### src/rtl/instr_fetch_pkg.sv
// Shared types for the fetch stage and its downstream processor.
// Instruction word layout is {opcode[11:8], operand[7:4], imm[3:0]}.
package proc_pkg;

  typedef struct packed {
    logic [3:0] opcode;
    logic [3:0] operand;
    logic [3:0] imm;
  } instr_t;

  localparam logic [3:0] OP_HALT = 4'hF;
  localparam logic [3:0] OP_NOP  = 4'h0;

  typedef enum logic [1:0] {
    IDLE  = 2'd0,
    FETCH = 2'd1,
    HALT  = 2'd2
  } fetch_state_t;

  // Word driven to proc while nothing valid has been fetched.
  localparam instr_t INSTR_NOP = '{opcode: OP_NOP, operand: 4'h0, imm: 4'h0};

endpackage

### src/rtl/instr_fetch_if.sv
// Control / program / instruction bus of the fetch stage.
// The master side (controller) programs memory and steers fetch; the
// slave side (instr_fetch) presents instructions.
// Optional macro FETCH_BOUNDS_EN adds the fault signal.
interface instr_fetch_if #(
  parameter int DEPTH = 16
);
  localparam int AW = $clog2(DEPTH);

  logic          prog_we;
  logic [AW-1:0] prog_addr;
  logic [11:0]   prog_data;
  logic          run;
  logic          stall;
  logic          redirect;
  logic [AW-1:0] redirect_pc;
  logic [11:0]   instruction;
  logic [AW-1:0] instr_pc;
  logic          instr_valid;
  logic          halted;
`ifdef FETCH_BOUNDS_EN
  logic          fault;

  modport master (
    output prog_we, prog_addr, prog_data, run, stall, redirect, redirect_pc,
    input  instruction, instr_pc, instr_valid, halted, fault
  );
  modport slave (
    input  prog_we, prog_addr, prog_data, run, stall, redirect, redirect_pc,
    output instruction, instr_pc, instr_valid, halted, fault
  );
`else
  modport master (
    output prog_we, prog_addr, prog_data, run, stall, redirect, redirect_pc,
    input  instruction, instr_pc, instr_valid, halted
  );
  modport slave (
    input  prog_we, prog_addr, prog_data, run, stall, redirect, redirect_pc,
    output instruction, instr_pc, instr_valid, halted
  );
`endif
endinterface

### src/rtl/instr_fetch_mem.sv
// Program memory: DEPTH x 12 bits, one synchronous write port and one
// combinational read port. Contents are deliberately not reset so a
// program survives a reset of the fetch stage.
module instr_mem
  import proc_pkg::*;
#(
  parameter int DEPTH = 16,
  parameter int AW    = $clog2(DEPTH)
) (
  input  logic          clk,
  input  logic          we,
  input  logic [AW-1:0] waddr,
  input  instr_t        wdata,
  input  logic [AW-1:0] raddr,
  output instr_t        rdata
);

  instr_t mem_r [DEPTH];

  // Synchronous write; a same-cycle read still sees the old word.
  always_ff @(posedge clk) begin
    if (we) begin
      mem_r[waddr] <= wdata;
    end
  end

  assign rdata = mem_r[raddr];

endmodule

### src/rtl/instr_fetch.sv
// Instruction fetch stage: program counter, IDLE/FETCH/HALT control and
// one-cycle-latency presentation of program memory words to proc.
// Optional macro FETCH_BOUNDS_EN: running off the end of memory halts with
// a fault flag instead of wrapping the PC.
module instr_fetch
  import proc_pkg::*;
#(
  parameter int         DEPTH   = 16,
  parameter logic [3:0] HALT_OP = OP_HALT
) (
  input  logic          clk,
  input  logic          rst,
  instr_fetch_if.slave  bus
);

  localparam int AW = $clog2(DEPTH);
`ifdef FETCH_BOUNDS_EN
  localparam logic [AW-1:0] PC_LAST = AW'(DEPTH - 1);
`endif

  fetch_state_t  state_r, state_s;
  logic [AW-1:0] pc_r, pc_s;
  instr_t        instr_r, instr_s;
  logic [AW-1:0] ipc_r, ipc_s;
  logic          valid_r, valid_s;
  logic          halted_r, halted_s;
  // The presented word ends the run; the next free cycle enters HALT.
  logic          pend_r, pend_s;
  instr_t        rdata_s;
  logic          mem_we_s;
`ifdef FETCH_BOUNDS_EN
  logic          fault_r, fault_s;
`endif

  // Memory is only writable while no program is being fetched.
  assign mem_we_s = bus.prog_we && (state_r != FETCH);

  instr_mem #(
    .DEPTH (DEPTH),
    .AW    (AW)
  ) u_mem (
    .clk   (clk),
    .we    (mem_we_s),
    .waddr (bus.prog_addr),
    .wdata (bus.prog_data),
    .raddr (pc_r),
    .rdata (rdata_s)
  );

  // State and output registers with asynchronous reset.
  always_ff @(posedge clk or negedge rst) begin
    if (!rst) begin
      state_r  <= IDLE;
      pc_r     <= '0;
      instr_r  <= INSTR_NOP;
      ipc_r    <= '0;
      valid_r  <= 1'b0;
      halted_r <= 1'b0;
      pend_r   <= 1'b0;
`ifdef FETCH_BOUNDS_EN
      fault_r  <= 1'b0;
`endif
    end else begin
      state_r  <= state_s;
      pc_r     <= pc_s;
      instr_r  <= instr_s;
      ipc_r    <= ipc_s;
      valid_r  <= valid_s;
      halted_r <= halted_s;
      pend_r   <= pend_s;
`ifdef FETCH_BOUNDS_EN
      fault_r  <= fault_s;
`endif
    end
  end

  // Next-state logic: redirect beats stall, stall beats halt and fetch.
  always_comb begin
    state_s  = state_r;
    pc_s     = pc_r;
    instr_s  = instr_r;
    ipc_s    = ipc_r;
    valid_s  = valid_r;
    halted_s = halted_r;
    pend_s   = pend_r;
`ifdef FETCH_BOUNDS_EN
    fault_s  = fault_r;
`endif
    case (state_r)
      IDLE: begin
        if (bus.run) begin
          state_s = FETCH;
          pc_s    = '0;
        end else begin
          state_s = IDLE;
        end
      end
      FETCH: begin
        if (bus.redirect) begin
          valid_s = 1'b0;
          pc_s    = bus.redirect_pc;
          pend_s  = 1'b0;
        end else if (bus.stall) begin
          pend_s  = pend_r;
        end else if (pend_r) begin
          state_s  = HALT;
          valid_s  = 1'b0;
          halted_s = 1'b1;
          pend_s   = 1'b0;
`ifdef FETCH_BOUNDS_EN
          // A pending stop that was not a halt word came from the bound.
          fault_s  = (instr_r.opcode != HALT_OP);
`endif
        end else begin
          instr_s = rdata_s;
          ipc_s   = pc_r;
          valid_s = 1'b1;
          if (rdata_s.opcode == HALT_OP) begin
            pend_s = 1'b1;
          end
`ifdef FETCH_BOUNDS_EN
          else if (pc_r == PC_LAST) begin
            pend_s = 1'b1;
          end
`endif
          else begin
            pc_s = pc_r + AW'(1'b1);
          end
        end
      end
      HALT: begin
        if (bus.run) begin
          state_s  = FETCH;
          pc_s     = '0;
          halted_s = 1'b0;
`ifdef FETCH_BOUNDS_EN
          fault_s  = 1'b0;
`endif
        end else begin
          state_s  = HALT;
        end
      end
      default: begin
        state_s  = IDLE;
        pc_s     = '0;
        instr_s  = INSTR_NOP;
        ipc_s    = '0;
        valid_s  = 1'b0;
        halted_s = 1'b0;
        pend_s   = 1'b0;
`ifdef FETCH_BOUNDS_EN
        fault_s  = 1'b0;
`endif
      end
    endcase
  end

  assign bus.instruction = instr_r;
  assign bus.instr_pc    = ipc_r;
  assign bus.instr_valid = valid_r;
  assign bus.halted      = halted_r;
`ifdef FETCH_BOUNDS_EN
  assign bus.fault       = fault_r;
`endif

endmodule

### src/flat_wrapper.sv
// flat-port wrapper written by rule: the top's interface ports become plain ports
module instr_fetch_flat import proc_pkg::*;
#(
  parameter int         DEPTH   = 16,
  parameter logic [3:0] HALT_OP = OP_HALT
)
  (clk, rst, bus_prog_we, bus_prog_addr, bus_prog_data, bus_run, bus_stall, bus_redirect, bus_redirect_pc, bus_instruction, bus_instr_pc, bus_instr_valid, bus_halted);
  instr_fetch_if #(.DEPTH(DEPTH)) bus_i ();
  input  logic clk;
  input  logic rst;
  input wire logic [$bits(bus_i.prog_we)-1:0] bus_prog_we;
  input wire logic [$bits(bus_i.prog_addr)-1:0] bus_prog_addr;
  input wire logic [$bits(bus_i.prog_data)-1:0] bus_prog_data;
  input wire logic [$bits(bus_i.run)-1:0] bus_run;
  input wire logic [$bits(bus_i.stall)-1:0] bus_stall;
  input wire logic [$bits(bus_i.redirect)-1:0] bus_redirect;
  input wire logic [$bits(bus_i.redirect_pc)-1:0] bus_redirect_pc;
  output wire logic [$bits(bus_i.instruction)-1:0] bus_instruction;
  output wire logic [$bits(bus_i.instr_pc)-1:0] bus_instr_pc;
  output wire logic [$bits(bus_i.instr_valid)-1:0] bus_instr_valid;
  output wire logic [$bits(bus_i.halted)-1:0] bus_halted;
  assign bus_i.prog_we = bus_prog_we;
  assign bus_i.prog_addr = bus_prog_addr;
  assign bus_i.prog_data = bus_prog_data;
  assign bus_i.run = bus_run;
  assign bus_i.stall = bus_stall;
  assign bus_i.redirect = bus_redirect;
  assign bus_i.redirect_pc = bus_redirect_pc;
  assign bus_instruction = bus_i.instruction;
  assign bus_instr_pc = bus_i.instr_pc;
  assign bus_instr_valid = bus_i.instr_valid;
  assign bus_halted = bus_i.halted;
  instr_fetch #(.DEPTH(DEPTH), .HALT_OP(HALT_OP)) u_core (.clk(clk), .rst(rst), .bus(bus_i));
endmodule
### config.mk
export PLATFORM = sky130hd
export DESIGN_NAME = instr_fetch_flat
export DESIGN_NICKNAME = d
export VERILOG_FILES = /design/src/rtl/instr_fetch_pkg.sv /design/src/rtl/instr_fetch_if.sv /design/src/rtl/instr_fetch_mem.sv /design/src/rtl/instr_fetch.sv /design/src/flat_wrapper.sv
export SDC_FILE = /design/constraint.sdc
export NUM_CORES = 1
export LEC_CHECK = 0
export BUFFER_PORTS_ARGS = -buffer_cell sky130_fd_sc_hd__buf_2
export CORE_ASPECT_RATIO = 1.4
export CORE_MARGIN = 10
export CORE_UTILIZATION = 55
export CTS_CLUSTER_DIAMETER = 150
export DETAILED_ROUTE_END_ITERATION = 10
export PLACE_DENSITY = 0.72
export SLEW_MARGIN = 20
export SYNTH_ARGS = -nofsm -noshare
export SYNTH_HDL_FRONTEND = slang
export SYNTH_SLANG_ARGS = --single-unit
### constraint.sdc
create_clock -name clk -period 3.4 [get_ports clk]
set_input_delay 0 -clock clk [delete_from_list [all_inputs] [get_ports clk]]
set_output_delay 0 -clock clk [all_outputs]
set_load 0.03 [all_outputs]
==> results.yml <==
sta:
  fin_tns_setup_ns: 0
  rsz0062_at_grt: "no"
  max_clock_freq_mhz: 336
  min_period_ns: 2.98
  timing.slew.headroom_pct: 45.2
  max_slew.worst_pin.slew_ns: 0.820
  hold_violations: 0
  period_share_pct: 87.6
  holdWs_ns: 0.0565
  fin_skew_ns: 0.00966
  setup_viol: 0
  report.final.slew_viol_count: 0
final_layout:
  register_area_mm2: 0.00639
  fin_nets: 534
  area_delta_synth_final_pct: 16.6
  multiInputGateArea_mm2: 0.00211
  n_antenna_cell: 0
  fillers: 1028
  drive_above_1_share_pct: 22.9
worst_hold_path:
  hold_path_class: "in2async"
setup_path:
  r2r_end: "u_core.pc_r[0]"
  worstSetupEndpointType: "register"
  cp_cell_sequence: "mux4_1 > a22oi_1 > and3_1 > o41ai_4 > mux2i_1 > nand2_1 > dlygate4sd3_1"
  worstReg2RegStart: "u_core.pc_r[1]"
  startpoint: "u_core.pc_r[1]"
  rr_worst_depth: 7
  cp_data_arrival_time_ns: 3.35
  ff2ff_setup_slack_ns: 0.42
  crit_path_start_kind: "register"
  required_ns: 3.78
  worstSetupPathType: "reg2reg"
  max_stage_delay_ns: 0.84
  slowest_stage: "dfrtp_2"
  crit_fanout: 32
die:
  start_util_pct: 55.7
  die_x_um: 126
  pin_count: 44
  std_cell_rows: 54
  coreArea_mm2: 0.0155
  die_h_um: 168
  dieArea_mm2: 0.0212
synthesis:
  synth_edf_count: 192
  yosysTopAreaCell: "edfxtp_1"
  synth_common_cells: "edfxtp_1 (192), mux4_1 (41), nand2_1 (27)"
  async_flop_share_pct: 11.5
  synth_top_cell_area_share_pct: 66.6
  synthesis.nets: 439
  ys_types: 43
  synth-seq-area-share_pct: 73.8
  syn-cell-area_mm2: 0.00866
  netlist_instances: 412
  synthTopCellsByArea: "edfxtp_1 (67%), mux4_1 (12%), dfrtp_1 (7.2%), mux4_2 (3.9%), nand2_1 (1.2%)"
  ys_ff_latch: 217
  yosysWarnings: 0
  avgSynthCellArea_um2: 21.0
  ys.flop_type: "edfxtp_1"
  synth_most_common_cell: "edfxtp_1"
clocking:
  clock_sinks: 217
  htree_levels: 1
  clockRootBuffer: "clkbuf_16"
  clkTransAtPathRegs_ns: 0.07
  cts_tree: "yes"
  cts_made_buffers: 20
  clockBufferDepth: 3
  clk_latency_ns: 0.49
power:
  power_frac_seq_pct: 44.6
  p_comb_share_pct: 24.0
  switchingPower_mw: 1.98
  p_per_area_mw_per_mm2: 716
  p_clk_share_pct: 31.4
  switching_share_pct: 27.4
  p_int_mw: 5.25
  p_leak_nw: 3.55
  ir_drop_mv: 0.588
route:
  drc: 0
  wirelength_um: 18300
  drtIter0Drc: 389
  drtPass1Iterations: 5
  antenna_left: 0
  vias_per_cell: 6.20
  via_count: 4438
  post_drt_wl_per_cell_um: 25.5
run_status:
  status: "finished clean"
placement:
  io_buffers: 43
  dpl.hpwl_um: 11300
  globalplace.congestion: 0.782
grt:
  grt_pass1_vias: 4539
  grt.total_usage_pct: 16.8
  overflow: 0
  grt_pass1_wl_um: 27300
  antenna_found_initial: 0
  grt_max_degree: 40
run:
  drv_cap: 0
[cell families (layout without fill, tap and decap cells)]
logic type | after synthesis | in the layout | synth area share [%]
flops | 217 | 217 | 73.8
buf+inv | 23 | 131 | 2.04
simple gates | 80 | 80 | 4.38
mux | 58 | 58 | 16.6
compound gates | 33 | 33 | 3.08
fa+ha+maj | 1 | 1 | 0.144
[metrics by stage]
step / power (mW) / cell area [µm²] / cells / setup WS (ns) / util (%)
floorplan: 4.56 / 8660 / 412 / 0.942 / -
global placement: 4.94 / 9170 / 655 / 0.924 / 59.0
detailed placement: 4.99 / 9170 / 655 / 0.869 / 59.0
CTS: 7.29 / 10100 / 716 / 0.380 / 65.0
global route: 7.50 / 10100 / 716 / 0.238 / 65.0
finish: 7.23 / 10100 / 716 / 0.423 / 65.0
[flip-flops by register name (all words and copies together), names as in the netlist]
name / cells
u_core.pend_r: 1
u_core.bus.instr_valid: 1
u_core.bus.instr_pc: 4
u_core.pc_r: 4
u_core.u_mem.mem_r: 192
u_core.bus.halted: 1
u_core.state_r: 2
u_core.bus.instruction: 12
[routing by layer]
layer  GRT usage (%)  routed length [µm]  part of all wire (%)
met5               0                   0                     0
met4            5.26                 425                   2.3
met2            28.6                9470                    52
met3            3.28                1100                   6.0
met1            21.3                7270                    40
[cell type report]
type                            instances  share of cell area, %
Timing Repair Buffer                   93                   6.61
Tap cell                              196                   2.43
Clock buffer                           27                   5.52
Multi-Input combinational cell        172                   20.9
Inverter                                3                  0.111
Sequential cell                       217                   63.3
Clock inverter                          8                   1.09
[layout by cell type, fill, tap and decap left out, types with 5 or more instances in the layout]
| cell | instances |
|---|---|
| dlygate4sd3_1 | 26 |
| dfrtp_1 | 23 |
| edfxtp_1 | 192 |
| clkbuf_1 | 5 |
| clkbuf_16 | 21 |
| buf_4 | 23 |
| nor2_1 | 19 |
| mux4_1 | 41 |
| a22o_1 | 11 |
| o21ai_0 | 5 |
| buf_2 | 43 |
| mux4_2 | 15 |
| nand3_1 | 8 |
| nand2_1 | 27 |
[power by group through the flow]
stage	clock, mW	combinational [mW]	sequential, mW
6_report	2.27	1.73	3.22
5_1_grt	2.41	1.85	3.25
4_1_cts	2.31	1.76	3.23
3_5_place_dp	0	1.71	3.28
3_3_place_gp	0	1.67	3.27
2_1_floorplan	0	1.20	3.36
[repair_timing]
item	CTS	global route
buffers inserted	0	0
setup endpoints to repair	0	0
resized for setup	0	0
hold endpoints to repair	230	0
hold buffers	26	0
[worst max-delay path: cells and delay by family (launching register included)]
kind	cells	cell delay (ns)
AO/OA/AOI/OAI	2	0.63
multiplexers	2	0.52
buffers and inverters	1	0.54
flip-flops	1	0.84
AND/OR/NAND/NOR	2	0.32
[worst max-delay path by stage]
stage	endpoint	slack [ns]	cells past startpoint
6_report	u_core.pc_r[0]	0.42	7
5_1_grt	u_core.pc_r[0]	0.24	7
4_1_cts	u_core.pc_r[0]	0.38	7
3_5_place_dp	u_core.u_mem.mem_r[4][3]	0.87	6
3_3_place_gp	u_core.pc_r[3]	0.92	6
2_1_floorplan	u_core.u_mem.mem_r[0][0]	0.94	5
Power figures use the tool's default switching activity.
